File: config.mk
export PLATFORM = sky130hd
export DESIGN_NAME = sw_debounce
export DESIGN_NICKNAME = d
export VERILOG_FILES = /design/src/rtl/sw_debounce.sv
export SDC_FILE = /design/constraint.sdc
export NUM_CORES = 1
export LEC_CHECK = 0
export BUFFER_PORTS_ARGS = -buffer_cell sky130_fd_sc_hd__buf_4
export CAP_MARGIN = 10
export CELL_PAD_IN_SITES_DETAIL_PLACEMENT = 0
export CELL_PAD_IN_SITES_GLOBAL_PLACEMENT = 2
export CORE_UTILIZATION = 39
export DETAILED_ROUTE_END_ITERATION = 12
export PLACE_DENSITY = 0.82
export SLEW_MARGIN = 20
export SYNTH_ARGS = -nofsm -noshare
export SYNTH_HDL_FRONTEND = slang
export SYNTH_SLANG_ARGS = --single-unit
File: constraint.sdc
create_clock -name clk -period 1.3 [get_ports clk]
set_input_delay 0.195 -clock clk [delete_from_list [all_inputs] [get_ports clk]]
set_output_delay 0.195 -clock clk [all_outputs]
set_load 0.1 [all_outputs]
File: src/rtl/sw_debounce.sv
// ---------------------------------------------------------------------------
// SwDebounce (module sw_debounce)
//
// Purpose:
//   Debounces three raw board switches. Each switch is first brought into the
//   clk domain through a two-flop synchronizer. A new level is accepted only
//   after the synchronized input has disagreed with the current debounced
//   level for DEBOUNCE_CNT consecutive clock edges. A single registered pulse
//   flags every edge on which at least one debounced level changed.
//
// Parameters:
//   DEBOUNCE_CNT  consecutive mismatching cycles needed to accept a new level
//                 (legal range 1..65535)
//
// Ports:
//   clk         in   1  system clock, all state updates on its rising edge
//   rst_n       in   1  asynchronous active-low reset
//   sw_raw      in   3  raw, unsynchronized switches, bit i = switch i
//   sw0         out  1  debounced switch 0
//   sw1         out  1  debounced switch 1
//   sw2         out  1  debounced switch 2
//   sw_changed  out  1  one-cycle pulse in the cycle after any debounced change
//   sw_code     out  3  packed {sw2, sw1, sw0}
// ---------------------------------------------------------------------------
module sw_debounce #(
    parameter int DEBOUNCE_CNT = 4
) (
    input  logic       clk,
    input  logic       rst_n,
    input  logic [2:0] sw_raw,
    output logic       sw0,
    output logic       sw1,
    output logic       sw2,
    output logic       sw_changed,
    output logic [2:0] sw_code
);

    // Terminal count value: reaching it while still mismatching accepts the level.
    localparam logic [15:0] CNT_LAST = 16'(DEBOUNCE_CNT - 1);

    logic [2:0]  r_sync1;
    logic [2:0]  r_sync2;
    logic [2:0]  r_deb;
    logic [15:0] r_cnt [3];
    logic        r_changed;

    logic [2:0]  w_debNext;
    logic [15:0] w_cntNext [3];
    logic        w_anyChange;

    // Two-flop synchronizer per switch; only the second stage feeds the
    // debounce logic so metastability on the first stage never propagates.
    always_ff @(posedge clk or negedge rst_n) begin
        if (!rst_n) begin
            r_sync1 <= '0;
            r_sync2 <= '0;
        end else begin
            r_sync1 <= sw_raw;
            r_sync2 <= r_sync1;
        end
    end

    // Per-channel debounce decision. Agreement discards any partial count.
    // Disagreement counts up until the terminal value, at which point the new
    // level is taken and the counter restarts; the >= compare keeps the counter
    // from ever passing the terminal value.
    always_comb begin
        w_debNext = r_deb;
        for (int i = 0; i < 3; i++) begin
            w_cntNext[i] = '0;
            if (r_sync2[i] != r_deb[i]) begin
                if (r_cnt[i] >= CNT_LAST) begin
                    w_debNext[i] = r_sync2[i];
                end else begin
                    w_cntNext[i] = r_cnt[i] + 16'd1;
                end
            end
        end
        w_anyChange = |(w_debNext ^ r_deb);
    end

    // Debounced levels, counters and the change pulse. The pulse is computed
    // from the same edge's update so several channels flipping together give
    // a single pulse, and it lasts one cycle because the levels stop differing.
    always_ff @(posedge clk or negedge rst_n) begin
        if (!rst_n) begin
            r_deb     <= '0;
            r_cnt     <= '{default: '0};
            r_changed <= 1'b0;
        end else begin
            r_deb     <= w_debNext;
            r_cnt     <= w_cntNext;
            r_changed <= w_anyChange;
        end
    end

    assign sw0        = r_deb[0];
    assign sw1        = r_deb[1];
    assign sw2        = r_deb[2];
    assign sw_code    = r_deb;
    assign sw_changed = r_changed;

endmodule
; Word-level counts from Yosys, hierarchy flattened
; Cells that the tools add are included.
[classes]
n_addsub = 3
order_cmp = 3
eq_ne = 3
n_mux = 12
bitwise = 1
n_reduce_logical = 1
[op_table]
columns = op, count
row1 = 16-bit two-way mux, 6
row2 = 16-bit by 1-bit adder with 16-bit output (second input constant), 3
row3 = 16-bit by 2-bit >= comparator with 1-bit output (second input constant), 3
row4 = 1-bit two-way mux, 6
row5 = 1-bit inequality test, 3
row6 = 3-bit OR reduction, 1
row7 = 3-bit XOR, 1
[word_totals]
reg_bits = 58
out_inout_bits = 7
wordCells = 30

; Longest topological paths before layout
[depth]
depth_word = 5
ltp_mapped = 4
mapped_depth_nobuf = 4

; Worst setup path before layout
; OpenSTA, ideal clock, no wires.
[synth_timing]
path_kind = reg2reg
start = reg r_deb[2], in the netlist sw_code[2]
end = reg r_changed, in the netlist sw_changed
setup_time_ns = 0.126
t_arrival_ns = 1.556
required_time_ns = 1.174
setup_slack_ns = -0.383
path_stages_with_launch = 4
n_path_buf = 0
synth_period_minus_slack_ns = 1.683
path_cell_list = dfrtp_1 -> xnor2_1 -> inv_1 -> a221o_1
[synth_via]
elab_chain_len = 4
word_cells_on_any_way = 5
classes_between = 1 x eq/ne / 2 x mux / 1 x bitwise / 1 x reduce/logical
[synth_rtl]
columns = element, line_no
row1 = start: declaration, 43  ; logic [2:0] r_deb;
row2 = start signal: assignment, 91  ; r_deb <= w_debNext;
row3 = 1-bit two-way mux / 1-bit inequality test (equally long branches), "72, 71"
row4 = 1-bit two-way mux, 71  ; if (r_sync2[i] != r_deb[i]) begin
row5 = 3-bit XOR (*), 79  ; w_anyChange = |(w_debNext ^ r_deb);
row6 = 3-bit OR reduction (*), 79
row7 = via w_anyChange, 49  ; logic w_anyChange;
row8 = end signal: assignment, 93  ; r_changed <= w_anyChange;
row9 = end: declaration, 45  ; logic r_changed;
; Mark *: on every way through the listed nets, which the timed path passes. The rest lies on a longest branch.

; Final worst setup path
[layout_timing]
start = reg r_cnt[32] (netlist name)
end = reg r_changed, in the netlist sw_changed
[layout_via]
elab_chain_len = 5
[layout_rtl]
columns = element, line_no
row1 = start: declaration, 44  ; logic [15:0] r_cnt [3];
row2 = start signal: assignment, 92  ; r_cnt <= w_cntNext;
row3 = 16-bit by 2-bit >= comparator with 1-bit output, 72  ; if (r_cnt[i] >= CNT_LAST) begin
row4 = 1-bit two-way mux, 72
row5 = 1-bit two-way mux, 71
row6 = 3-bit XOR, 79
row7 = 3-bit OR reduction, 79
row8 = via w_anyChange, 49
; The timed path passes the listed nets, and every way through them passes these cells.

==> impl_results.md <==
* Worst path required time at 1.50 ns
* Leak pwr at ~1.1 nW
* CP Max Fanout at 3
* Worst skew pair latency at ~0.32 ns
* CTS clk-pin slew, worst paths at around 0.06 ns
* Port Buffer Count at 11
* Starting DRT DRC Count at 48
* Yosys cell types at 15
* Avg Cell Area, Syn at around 18 sq um
* Final TNS setup at -0.791 ns
* Critical Path End Type: flop
* Post-Syn Area at ~0.0018 sq mm
* Yosys warning count at 0
* CTS max path bufs at 2
* RSZ-0062 raised after global routing: yes
* Final WL at 2380 microns
* Clk_skew at 0.00696 ns
* Final max-slew violation count at 0
* CTS tree: built
* Worst Reg-to-Reg Cells at 5
* Crit path launch type: flop
* # setup viols final at 8
* Hold Crit Class: in -> async
* Die ar. at around 0.0048 sq mm
* Min Clock Period, post-route at around 1.4 ns
* Post-synth top area share at between 80 and 90%
* Crit path DAT at ~1.6 ns
* Most frequent cell after synthesis: dfrtp_1
* Vias at 913
* First-pass GRT wire length at 4340 microns
* Ant diodes at 0
* Gr ovfl total at 0
* Chip Width at 69.0 microns
* Cell Pwr Density at 1430 mW/mm^2
* DRC Markers at 0
* GPL Wtd Cong at slightly below 0.7
* Top post-synthesis cells by area: dfrtp_1 (83%), ha_1 (2.1%), nor4_1 (2.1%), nor4_2 (2.1%), nor3_1 (1.7%)
* Synthesized flop and latch total at between 50 and 60
* Achievable clock frequency at roughly 700 MHz
* CTS Buf Count at 9
* Sequential cell area fraction in the yosys report at just over 80%
* Largest net degree at the start of global routing at 39
* Number of fill cells at about 370
* Primary FF master, synth: dfrtp_1
* I/O Pins at 12
* Synth Instances at between 90 and 100
* Rows at 24
* Effective utilization at floorplan at between 40% and 50%
* Total GRT Usage at approximately an eighth
* DRT Pass-1 Iters at 4
* Violated checks: negative setup slack
* Synth area leader: dfrtp_1
* H-tree depth at 3
* Commonest cells in the netlist: dfrtp_1 (58), nor3_1 (6), nor4_1 (6)
* Period utilization at 111%
* Post-synth ARST share at 100%
* Fin. Hold Viols at 0
* Share of cells above drive strength 1 at 31.6%
* Die Y at 69.0 microns
* Area growth, synth to finish at 39.9%
* Wire per inst at roughly 11 microns
* CORE AREA at between 0.004 and 0.005 sq mm
* Crit path kind: reg -> reg
* Clock tree sinks at 58
* Layout Cells excl Fill at about 230
* Max capacitance violation total at 0
* Placed cells at about 200
* Layout Nets at between 150 and 200
* Vias in the first global route at approximately 1.0k
* DP Wirelength at roughly 1500 microns
* Peak supply drop at between 0.0007 and 0.0008 V
* Root Driver: clkbuf_8
* Via density at ~4.0
* Setup ws final at -0.139 ns
* Antenna violations before repair at 0
* Antenna Nets Post-Route at 0
* Number of synthesized flops with an enable pin at 0
* Status: complete, but fails checks
==> cell type report <==
| type | count | area (sq um) | share of cell area [%] |
|---|---|---|---|
| flip-flops and latches | 58 | 1460 | 59.7 |
| multi-input cells | 74 | 544 | 22.2 |
| repair buffers | 25 | 214 | 8.73 |
| clock buffers | 15 | 156 | 6.38 |
| well taps | 52 | 65.1 | 2.66 |
| inverters | 2 | 7.51 | 0.306 |
==> worst paths after layout <==
kind / startpoint / end / slack, ns
setup / recovery: r_cnt[32]$_DFF_PN0_ / sw_changed$_DFF_PN0_ / -0.14
hold / removal: rst_n / sw_code[1]$_DFF_PN0_ / 0.29
setup reg to reg: r_cnt[32]$_DFF_PN0_ / sw_changed$_DFF_PN0_ / -0.14
hold reg to reg: r_sync1[1]$_DFF_PN0_ / r_sync2[1]$_DFF_PN0_ / 0.35
max in group asynchronous: rst_n / sw_code[0]$_DFF_PN0_ / 0.52
min in group clk: r_sync1[1]$_DFF_PN0_ / r_sync2[1]$_DFF_PN0_ / 0.35
==> through the flow <==
stage / utilization [%] / total power, mW / hold slack (ns) / worst slack (ns) / cell area (sq um)
CTS: 55.6 / 3.54 / 0.293 / -0.128 / 2400
floorplan: - / 2.09 / -0.101 / -0.0359 / 1930
detailed placement: 48.6 / 2.18 / 0.0956 / -0.356 / 2100
finish: 56.7 / 3.50 / 0.291 / -0.139 / 2450
global route: 56.7 / 3.67 / 0.333 / -0.218 / 2450
global placement: 48.6 / 2.17 / 0.0872 / -0.249 / 2100
==> placed cells by master, fill, tap and decap left out, types with 2 or more instances in the layout <==
| cell | count |
|---|---|
| dfrtp_1 | 55 |
| conb_1 | 42 |
| buf_4 | 19 |
| clkbuf_8 | 10 |
| clkbuf_1 | 5 |
| nor4_4 | 4 |
| dlygate4sd3_1 | 4 |
| nor3_1 | 3 |
| nand4_1 | 3 |
| nor3b_2 | 3 |
| nor3_2 | 3 |
| nor4_2 | 3 |
| mux2_4 | 3 |
| ha_2 | 3 |
| dfrtp_4 | 3 |
| xnor2_2 | 2 |
| nor4_1 | 2 |
| inv_1 | 2 |
==> flip-flops by register name, indices dropped and copies added (netlist names) <==
name	flops
r_sync1	3
r_sync2	3
sw_code	3
r_cnt	48
sw_changed	1
==> logic make-up (layout without fill, tap and decap cells) <==
| kind of cell | Yosys count | after routing | share of synthesized area [%] |
|---|---|---|---|
| AOI/OAI and AO/OA | 2 | 2 | 1.07 |
| xor gates and xnor gates | 3 | 3 | 1.50 |
| adders and majority gates | 3 | 3 | 2.14 |
| buffers and inverters | 5 | 42 | 1.71 |
| DFF | 58 | 58 | 82.9 |
| muxes | 3 | 3 | 2.14 |
| other | 1 | 42 | 0.214 |
| and+or+nand+nor | 21 | 21 | 8.36 |
==> routing by layer <==
metal  track usage, %  share of wire [%]
met5                0                  0
met4             12.2                3.6
met3             4.24                4.2
met2             18.3                 48
met1             14.6                 44
==> worst max-delay path, stage by stage (launching register included) <==
cell	delay, ns
dfrtp_1	0.38
ha_2	0.20
nor4_4	0.15
nand4_1	0.14
buf_6	0.16
a221o_1	0.28
==> power breakdown <==
| group | total [mW] | switching (mW) | internal (mW) |
|---|---|---|---|
| Sequential | 1.94 | 0.0467 | 1.89 |
| Clock | 1.32 | 0.589 | 0.736 |
| Combinational | 0.238 | 0.165 | 0.0723 |
| Total | 3.50 | 0.801 | 2.70 |
==> repair_timing <==
action / in CTS / in global routing
endpoints found under the hold margin: 23 / 0
buffers inserted: 4 / 2
resized for setup: 14 / 5
setup endpoints to repair: 9 / 10
pin swaps: 3 / 4
hold buffers: 4 / 0
No activity file was read; power rests on OpenSTA's default activity.
